**src/rtl/disp_frame_check.sv**
```systemverilog
// Display-stream frame checker: CRC-32 and pixel count per frame, raster-order
// and frame-size checks, one registered result per completed frame.
module disp_frame_check #(
  parameter int BPC   = 5,
  parameter int CORDW = 16,
  parameter int H_RES = 672,
  parameter int V_RES = 384
) (
  input  logic                    clk_pix,
  input  logic                    rst_pix,
  input  logic signed [CORDW-1:0] disp_x,
  input  logic signed [CORDW-1:0] disp_y,
  input  logic                    disp_de,
  input  logic                    disp_frame,
  input  logic [BPC-1:0]          disp_r,
  input  logic [BPC-1:0]          disp_g,
  input  logic [BPC-1:0]          disp_b,
  output logic                    res_valid,
  output logic [31:0]             res_crc,
  output logic [31:0]             res_pixels,
  output logic [31:0]             res_frame,
  output logic                    res_err_order,
  output logic                    res_err_size
);

  localparam int          PW        = 3 * BPC;
  localparam logic [31:0] POLY      = 32'h04C1_1DB7;
  localparam logic [31:0] CRC_INIT  = 32'hFFFF_FFFF;
  localparam logic [31:0] FRAME_PIX = 32'(H_RES * V_RES);

  typedef enum logic {SYNC, RUN} state_t;

  state_t                    state_q, state_d;
  logic [31:0]               crc_q, crc_d, cnt_q, cnt_d, fcnt_q, fcnt_d;
  logic                      err_q, err_d;
  logic signed [CORDW-1:0]   ex_q, ex_d, ey_q, ey_d;
  logic                      valid_q, valid_d, eo_q, eo_d, es_q, es_d;
  logic [31:0]               rcrc_q, rcrc_d, rpix_q, rpix_d, rfrm_q, rfrm_d;

  logic [31:0]               crc_b, cnt_b;
  logic                      err_b;
  logic signed [CORDW-1:0]   ex_b, ey_b, x_inc;

  // Whole pixel word folded MSB first, one bit per loop iteration.
  function automatic logic [31:0] crc_fold(input logic [31:0] c, input logic [PW-1:0] w);
    logic [31:0] r;
    r = c;
    for (int i = PW - 1; i >= 0; i--)
      r = {r[30:0], 1'b0} ^ ((r[31] ^ w[i]) ? POLY : 32'h0);
    return r;
  endfunction

  always_comb begin
    state_d = state_q;
    crc_d   = crc_q;
    cnt_d   = cnt_q;
    err_d   = err_q;
    ex_d    = ex_q;
    ey_d    = ey_q;
    fcnt_d  = fcnt_q;
    valid_d = 1'b0;
    eo_d    = eo_q;
    es_d    = es_q;
    rcrc_d  = rcrc_q;
    rpix_d  = rpix_q;
    rfrm_d  = rfrm_q;
    crc_b   = crc_q;
    cnt_b   = cnt_q;
    err_b   = err_q;
    ex_b    = ex_q;
    ey_b    = ey_q;
    x_inc   = disp_x + CORDW'(1);

    if (state_q == RUN && disp_frame) begin
      valid_d = 1'b1;
      rcrc_d  = crc_q ^ 32'hFFFF_FFFF;
      rpix_d  = cnt_q;
      rfrm_d  = fcnt_q;
      fcnt_d  = fcnt_q + 32'd1;
      eo_d    = err_q;
      es_d    = (cnt_q != FRAME_PIX);
    end

    // Boundary first, so a pixel in the same cycle opens the new frame.
    if (disp_frame) begin
      state_d = RUN;
      crc_b   = CRC_INIT;
      cnt_b   = 32'd0;
      err_b   = 1'b0;
      ex_b    = '0;
      ey_b    = '0;
    end

    if (disp_de && (state_q == RUN || disp_frame)) begin
      crc_d = crc_fold(crc_b, {disp_r, disp_g, disp_b});
      cnt_d = (cnt_b == 32'hFFFF_FFFF) ? cnt_b : cnt_b + 32'd1;
      err_d = err_b | (disp_x != ex_b) | (disp_y != ey_b);
      if (x_inc == CORDW'(H_RES)) begin
        ex_d = '0;
        ey_d = disp_y + CORDW'(1);
      end else begin
        ex_d = x_inc;
        ey_d = disp_y;
      end
    end else begin
      crc_d = crc_b;
      cnt_d = cnt_b;
      err_d = err_b;
      ex_d  = ex_b;
      ey_d  = ey_b;
    end
  end

  always_ff @(posedge clk_pix or posedge rst_pix) begin
    if (rst_pix) begin
      state_q <= SYNC;
      crc_q   <= 32'd0;
      cnt_q   <= 32'd0;
      err_q   <= 1'b0;
      ex_q    <= '0;
      ey_q    <= '0;
      fcnt_q  <= 32'd0;
      valid_q <= 1'b0;
      eo_q    <= 1'b0;
      es_q    <= 1'b0;
      rcrc_q  <= 32'd0;
      rpix_q  <= 32'd0;
      rfrm_q  <= 32'd0;
    end else begin
      state_q <= state_d;
      crc_q   <= crc_d;
      cnt_q   <= cnt_d;
      err_q   <= err_d;
      ex_q    <= ex_d;
      ey_q    <= ey_d;
      fcnt_q  <= fcnt_d;
      valid_q <= valid_d;
      eo_q    <= eo_d;
      es_q    <= es_d;
      rcrc_q  <= rcrc_d;
      rpix_q  <= rpix_d;
      rfrm_q  <= rfrm_d;
    end
  end

  assign res_valid     = valid_q;
  assign res_crc       = rcrc_q;
  assign res_pixels    = rpix_q;
  assign res_frame     = rfrm_q;
  assign res_err_order = eo_q;
  assign res_err_size  = es_q;

endmodule

```
**config.mk**
```make
export PLATFORM = sky130hd
export DESIGN_NAME = disp_frame_check
export DESIGN_NICKNAME = d
export VERILOG_FILES = /design/src/rtl/disp_frame_check.sv
export SDC_FILE = /design/constraint.sdc
export NUM_CORES = 1
export LEC_CHECK = 0
export CELL_PAD_IN_SITES_DETAIL_PLACEMENT = 0
export CELL_PAD_IN_SITES_GLOBAL_PLACEMENT = 2
export CORE_UTILIZATION = 35
export DETAILED_ROUTE_END_ITERATION = 8
export PLACE_DENSITY_LB_ADDON = 0.05
export RECOVER_POWER = 50
export SKIP_LAST_GASP = 1
export SYNTH_ARGS = -nofsm -noshare
export SYNTH_HDL_FRONTEND = slang
export SYNTH_SLANG_ARGS = --single-unit
```
**constraint.sdc**
```tcl
create_clock -name clk_pix -period 9.89 [get_ports clk_pix]
set_input_delay 1.978 -clock clk_pix [delete_from_list [all_inputs] [get_ports clk_pix]]
set_output_delay 1.978 -clock clk_pix [all_outputs]
set_load 0.02 [all_outputs]
```
; Yosys cells after proc, flatten, opt, wreduce, memory -nomap -nowiden
; Cells that the tools add are included.
[word_totals]
word_cells = 87
reg_bits = 229
[op_classes]
muxes = 29
reduce_logical = 3
addsub = 4
bitwise = 33
eq_ne = 5
[op_table]
columns = op, n
row1 = $xor 32x27->32, 15
row2 = $mux 27, 15
row3 = $mux 32, 5
row4 = $mux 16, 6
row5 = $add 32x1->32 const B, 2
row6 = $add 16x2->16 const B, 2
row7 = $eq 32x32->1 const B, 1
row8 = $ne 16x16->1, 2
row9 = $ne 32x18->1 const B, 1
row10 = $not 32->32, 1
row11 = $eq 16x11->1 const B, 1
row12 = $xor 1x1->1, 15
row13 = $mux 1, 3
row14 = $logic_and 1x1->1, 2
row15 = $or 1x1->1, 2
row16 = $logic_or 1x1->1, 1

; Logic depth before layout (Yosys ltp)
; Gate-level depths: netlist (run 1).
[logic_depth]
depth_word = 47
ltp_mapped = 17

; Least setup slack after synthesis (run 1)
; Ideal clock, no wire load.
[synth_timing]
path_kind = in2reg
from = input port disp_frame
to = register cnt_q[30]
setup_slack_ns = 4.891
t_required_ns = 9.758
path_buffers = 7
arrival_ns = 4.868
stages = 17
path_cell_list = buf_4 -> buf_4 -> buf_2 -> buf_1 -> buf_1 -> clkbuf_1 -> nor2_1 -> ha_1 -> nand3b_1 -> nor4_1 -> nand4_1 -> and2_1 -> clkbuf_1 -> and4_1 -> nand4_1 -> xor2_1 -> nor2_1
[synth_between]
elab_chain_cells = 4
[synth_lines]
columns = item, line_no
row1 = "start, declared", 14  ; input logic disp_frame,
row2 = $mux 32, 85  ; if (disp_frame) begin
row3 = $add 32x1->32 or $eq 32x32->1 (tied branches), 96  ; cnt_d = (cnt_b == 32'hFFFF_FFFF) ? cnt_b : cnt_b + 32'd1;
row4 = $mux 32, 96
row5 = $mux 32 (*), 94  ; if (disp_de && (state_q == RUN || disp_frame)) begin
row6 = named net cnt_d[30], 34  ; logic [31:0] crc_q, crc_d, cnt_q, cnt_d, fcnt_q, fcnt_d;
row7 = "end signal, assigned", 132  ; cnt_q <= cnt_d;
row8 = "end, declared", 34
; The timed path passes the listed nets; every way through them passes the cells marked *.
; A chain may end at the register's enable or synchronous reset.

==> results.yml, run 1 <==
route:
  dr.pass1.iters: 5
  routed.top_layer: "met4"
  drc: 0
  wl_um: 31760
  wl_per_cell_um: 16.77
  ant_nets: 0
  num_vias: 9313
  viasPerCell: 4.917
  wl_met2_um: 14890
  drtIter0Drc: 385
  wl_met3_um: 917
  wl_met1_um: 15250
yosys:
  synthFlopType: "dfrtp_1"
  synth_edf_count: 0
  seq_area_frac_synth_pct: 46.90
  ys_ff_latch: 229
  syn_nets: 1353
  ys_warn_count: 0
  ys_top_cells_by_area: "dfrtp_1 (47%), xnor2_1 (11%), nand2_1 (8.2%)"
  yosysTopAreaCellShare_pct: 46.90
  synth_cells: 1298
  synth_area_um2: 12220
  avgSynthCellArea_um2: 9.413
  async_flop_share_pct: 100.0
  synth_cell_types: 57
  yosys.area.top_type: "dfrtp_1"
critical_path:
  path_class: "input pin to asynchronous set/reset pin"
  cp-end-kind: "asynchronous set/reset pin"
  critPathLaunchType: "input pin"
  cp_max_fo: 106
  arrival_ps: 6880
  required_ps: 10240
floorplanning:
  core.rowCount: 68
  coreArea_um2: 34460
  dieWidth_um: 188.8
  num_io_pins: 150
  start_util_pct: 35.46
  die-area_um2: 35660
  die_h_um: 188.8
job:
  drv_cap: 5
clocking:
  cts.clk_slew.worst_paths_ps: 50
  cts_made_buffers: 28
  cts_root_buffer: "clkbuf_16"
  cts_max_level: 1
  cts_resized: 0
  cts_buffer_depth: 3
  cts_tree: "built"
  clkLatencyLatePin_ps: 560
  cts.sinks: 229
  cts_setup_buffers: 0
  cts_hold_buf: 0
pwr:
  cellPowerDensity_nw_per_um2: 302.3
  total_power_mw: 4.548
  peakVddDrop_uv: 206.4
  p_leak_nw: 6.528
global_routing:
  grt_pass1_wl_um: 51810
  overflow: 0
  grt_pass1_vias: 9199
  antenna_found_initial: 0
  grt_max_degree: 107
  grt_use_total_pct: 18.16
sta:
  timing.final.crit_share_pct: 66.00
  setup_violations: 0
  tns_ps: 0
  clock_skew_ps: 10.23
  hold_ws_ps: 462.4
  max_freq_mhz: 153.2
  finalHoldViolations: 0
  worst_pin_slew_ps: 4851
  relSlewSlack_pct: -225.2
  drv_slew: 372
  min_period_ps: 6528
  finalWorstSetupSlack_ps: 3362
  rsz0062_at_grt: "no"
run_status:
  violations: "max-capacitance violations, max-slew violations"
  status: "finished with violations"
finish:
  final_common_cell: "nand2_1"
  layout_common_cells: "nand2_1 (266), dfrtp_1 (229), xnor2_1 (148)"
  diodes: 0
  regArea_um2: 5731
  drive_above_1_share_pct: 6.532
  multi_input_area_um2: 6173
  nNetsFinal: 1472
  nFillCells: 3480
  area_growth_pct: 23.11
placed_design:
  post-place-ws_ps: 4057
  dpl.hpwl_um: 21690
  numPortBuffers: 149
  gp_congestion: 0.7809
min_path:
  hold_class: "register to register"
state kept, by name, summed over array words and instances (netlist names), 16 cells and up:
name	flops
ex_q	16
fcnt_q	32
res_pixels	32
ey_q	16
cnt_q	32
res_crc	32
crc_q	32
res_frame	32
cell families (layout without fill, tap and decap cells):
group / after synthesis / in the layout / synth area share (%)
buffers and inverters: 80 / 221 / 2.591
adders and majority gates: 4 / 4 / 0.4096
muxes: 3 / 3 / 0.2560
DFF: 229 / 229 / 46.90
xor gates and xnor gates: 239 / 239 / 19.77
and+or+nand+nor: 591 / 591 / 22.75
AOI/OAI and AO/OA: 152 / 152 / 7.312
final cells by class:
cell class	instances	share of cell area, %
clock buffers	37	5.349
well taps	455	3.785
flip-flops and latches	229	38.10
clock inverters	15	1.165
repair buffers	158	10.28
multi-input cells	989	41.04
inverters	11	0.2828
routing by layer:
metal	vias up	GRT usage, %
met3	42	2.216
met4	0	5.087
li1	4625	-
met1	4486	25.16
met2	160	29.77
met5	-	0
path summary, 6_finish.rpt:
| kind | slack (ps) | endpoint | startpoint | cells after the start |
|---|---|---|---|---|
| setup / recovery | 3360 | crc_q[23]$_DFF_PP0_ | rst_pix | 3 |
| hold / removal | 460 | res_pixels[11]$_DFFE_PP0P_ | res_pixels[11]$_DFFE_PP0P_ | 2 |
| setup reg to reg | 5390 | fcnt_q[31]$_DFFE_PP0P_ | state_q$_DFFE_PP0P_ | 9 |
| hold reg to reg | 460 | res_pixels[11]$_DFFE_PP0P_ | res_pixels[11]$_DFFE_PP0P_ | 2 |
| max in group clk_pix | 3490 | crc_q[25]$_DFF_PP0_ | disp_frame | 9 |
| min in group asynchronous | 3340 | res_pixels[18]$_DFFE_PP0P_ | rst_pix | 2 |
worst max-delay path, cell delays in order:
cell and delay (ps):
dlygate4sd3_1 540, clkinvlp_2 2680, clkbuf_2 1550
where the power goes:
part	internal, mW	switching, mW	total [mW]	leakage, nW
registers	1.11	0.143	1.25	2.95
clock network	0.650	0.422	1.07	0.495
logic	1.08	1.15	2.23	3.08
per-stage QoR:
step / utilization (%) / instances / cell area [µm²]
after floorplan: - / 1298 / 12220
after global placement: 40.88 / 1842 / 14090
after detailed placement: 40.88 / 1842 / 14090
after CTS: 43.72 / 1894 / 15070
after global routing: 43.65 / 1894 / 15040
final: 43.65 / 1894 / 15040
Yosys cell counts (all sizes together) (16+ instances only):
library cell / n
a21oi: 27
a31oi: 17
and3: 20
buf: 27
clkbuf: 42
dfrtp: 229
nand2: 267
nand3: 37
nand3b: 21
nand4: 31
nor2: 122
nor3: 32
o21ai: 77
o32ai: 16
xnor2: 163
xor2: 68
Note: power is estimated with default switching activity, not from simulation.
==> run 2, diff against run 1 <==
--- a/config.mk
+++ b/config.mk
@@ -7,7 +7,7 @@
 export LEC_CHECK = 0
 export CELL_PAD_IN_SITES_DETAIL_PLACEMENT = 0
 export CELL_PAD_IN_SITES_GLOBAL_PLACEMENT = 2
-export CORE_UTILIZATION = 35
+export CORE_UTILIZATION = 32
 export DETAILED_ROUTE_END_ITERATION = 8
 export PLACE_DENSITY_LB_ADDON = 0.05
 export RECOVER_POWER = 50
==> constraint.sdc (replaced) <==
create_clock -name clk_pix -period 5.3 [get_ports clk_pix]
set_input_delay 1.06 -clock clk_pix [delete_from_list [all_inputs] [get_ports clk_pix]]
set_output_delay 1.06 -clock clk_pix [all_outputs]
set_load 0.02 [all_outputs]
==> run 2 against run 1 <==
Net effect:
- wire length up 3.3%
- clock power is 73% higher
- register-to-register slack got worse by 3500 ps
- total power is 84% higher
- sequential share of layout area is essentially flat
- critical endpoint is now fcnt_q[10]$_DFFE_PP0P_
- core utilization is 3.6 points lower
- the run still ends with max-capacitance violations, max-slew violations left
- first-iteration DRC count down 12%
- via count decreased by 0.94%
- largest power group unchanged
- cell count is 2.8% higher
- highest routed layer unchanged
- largest cell class unchanged
- hold slack is essentially flat
- clock skew up 3.2 ps
==> results.yml, run 2 (synthesized netlist as in run 1, its figures left out) <==
critical_path:
  r2r-end: "res_frame[16]$_DFFE_PP0P_"
  required_ps: 5730
  path_class: "input pin to register"
  max_stage_delay_ps: 1090
  crit_chain: "buf_4, nand2_1, inv_1, clkbuf_2, and3_1, nand4_1, xnor2_1"
  critPathLaunchType: "input pin"
  cp-end-kind: "register"
  ff2ff_setup_slack_ps: 1920
  arrival_ps: 4460
  r2r_cells: 3
  cp_max_fo: 68
  r2r-start: "state_q$_DFFE_PP0P_"
  path_delay_family: "buffers and inverters"
  slowest_stage: "clkbuf_2"
  critPathBufInv: 3
sta:
  clock_skew_ps: 13.45
  setup_violations: 0
  tns_ps: 0
  relSlewSlack_pct: -49.22
  min_period_ps: 4034
  finalHoldViolations: 0
  max_freq_mhz: 247.9
  rsz0062_at_grt: "no"
  drv_slew: 187
  worst_pin_slew_ps: 2238
  timing.final.crit_share_pct: 76.11
clocking:
  clkLatencyLatePin_ps: 540
  cts_setup_buffers: 0
  cts_made_buffers: 28
  cts_buffer_depth: 3
  cts.sinks: 229
  cts_max_level: 1
  cts_root_buffer: "clkbuf_16"
  cts_hold_buf: 0
  cts.clk_slew.worst_paths_ps: 50
  cts_tree: "built"
  cts_resized: 0
global_routing:
  grt_pass1_vias: 9352
  grt_use_total_pct: 17.20
  grt_max_degree: 147
  overflow: 0
  grt_pass1_wl_um: 53480
  antenna_found_initial: 0
floorplanning:
  core.rowCount: 71
  dieWidth_um: 197.4
  die_h_um: 197.4
  start_util_pct: 32.51
  coreArea_um2: 37580
  num_io_pins: 150
  die-area_um2: 38970
min_path:
  hold_class: "register to register"
  hold_depth: 2
  whs_endpoint: "res_frame[10]$_DFFE_PP0P_"
  hp-start: "res_frame[10]$_DFFE_PP0P_"
finish:
  nNetsFinal: 1472
  drive_above_1_share_pct: 5.710
  area_growth_pct: 23.18
  layout_common_cells: "nand2_1 (267), dfrtp_1 (229), xnor2_1 (148)"
  diodes: 0
  final_common_cell: "nand2_1"
  nFillCells: 3835
  fin_util_pct: 40.05
  final_cell_area_um2: 15050
route:
  wl_per_cell_um: 16.85
  dr.pass1.iters: 4
  drc: 0
  num_vias: 9225
  ant_nets: 0
  drtIter0Drc: 339
  wl_um: 32810
  viasPerCell: 4.738
pwr:
  p_leak_nw: 6.300
  peakVddDrop_uv: 369.2
  cellPowerDensity_nw_per_um2: 556.9
placed_design:
  dpl-instance-area_um2: 14200
  dpl.hpwl_um: 22530
  gp_congestion: 0.7883
  numPortBuffers: 149
job:
  drv_cap: 2
run_status:
  violations: "max-capacitance violations, max-slew violations"
  status: "finished with violations"
[run 2: cell count changes in the layout (fill, tap and decap cells not counted), moves of 3 or more]
cell,delta
clkdlybuf4s50_1,+73
dlygate4sd3_1,-73
clkinv_2,-8
clkbuf_1,+7
buf_12,+3
buf_4,-3
[run 2: area by class of cell]
type / count / area [µm²] / area share (%)
clock buffer: 45 / 835.8 / 5.553
timing repair buffer: 158 / 1587 / 10.54
multi-input combinational: 989 / 6171 / 41.00
sequential: 229 / 5731 / 38.07
clock inverter: 4 / 45.04 / 0.2993
inverter: 11 / 42.54 / 0.2826
tap: 511 / 639.4 / 4.248
[run 2: worst max path at each step]
| stage | startpoint | endpoint | slack, ps | depth (start not counted) |
|---|---|---|---|---|
| 2_1_floorplan | disp_frame | cnt_q[30]$_DFF_PP0_ | 1220 | 17 |
| 3_3_place_gp | disp_r[3] | crc_q[12]$_DFF_PP0_ | 1200 | 8 |
| 3_5_place_dp | disp_x[3] | ey_q[14]$_DFF_PP0_ | 1160 | 9 |
| 4_1_cts | disp_x[3] | ey_q[14]$_DFF_PP0_ | 1730 | 9 |
| 5_1_grt | disp_frame | fcnt_q[10]$_DFFE_PP0P_ | 850 | 7 |
| 6_report | disp_frame | fcnt_q[10]$_DFFE_PP0P_ | 1270 | 7 |
[run 2: layer usage]
metal / up-vias / track usage [%] / routed length, µm
met3: 38 / 2.305 / 1113
met1: 4454 / 24.23 / 15930
met4: 0 / 3.244 / 438
met2: 118 / 28.25 / 15330
met5: - / 0 / 0
li1: 4615 / - / -
[run 2: through the flow]
| stage | setup WS [ps] | hold WS [ps] | power [mW] | instances |
|---|---|---|---|---|
| 2_1_floorplan | 1219 | 440.6 | 5.578 | 1298 |
| 3_3_place_gp | 1198 | 457.2 | 6.624 | 1898 |
| 3_5_place_dp | 1160 | 461.2 | 6.599 | 1898 |
| 4_1_cts | 1729 | 473.9 | 8.534 | 1947 |
| 5_1_grt | 854.6 | 481.8 | 8.967 | 1947 |
| 6_report | 1266 | 462.2 | 8.381 | 1947 |
[run 2: worst reg2reg max path, cell delays in order (launching register included)]
cell      delay (ps)
dfrtp_1          370
nand2_1          950
clkbuf_2        1600
o21ai_0          270
[run 2: power breakdown]
group	internal, mW	switching [mW]
registers	2.06	0.267
logic	2.05	2.15
clock network	1.11	0.737
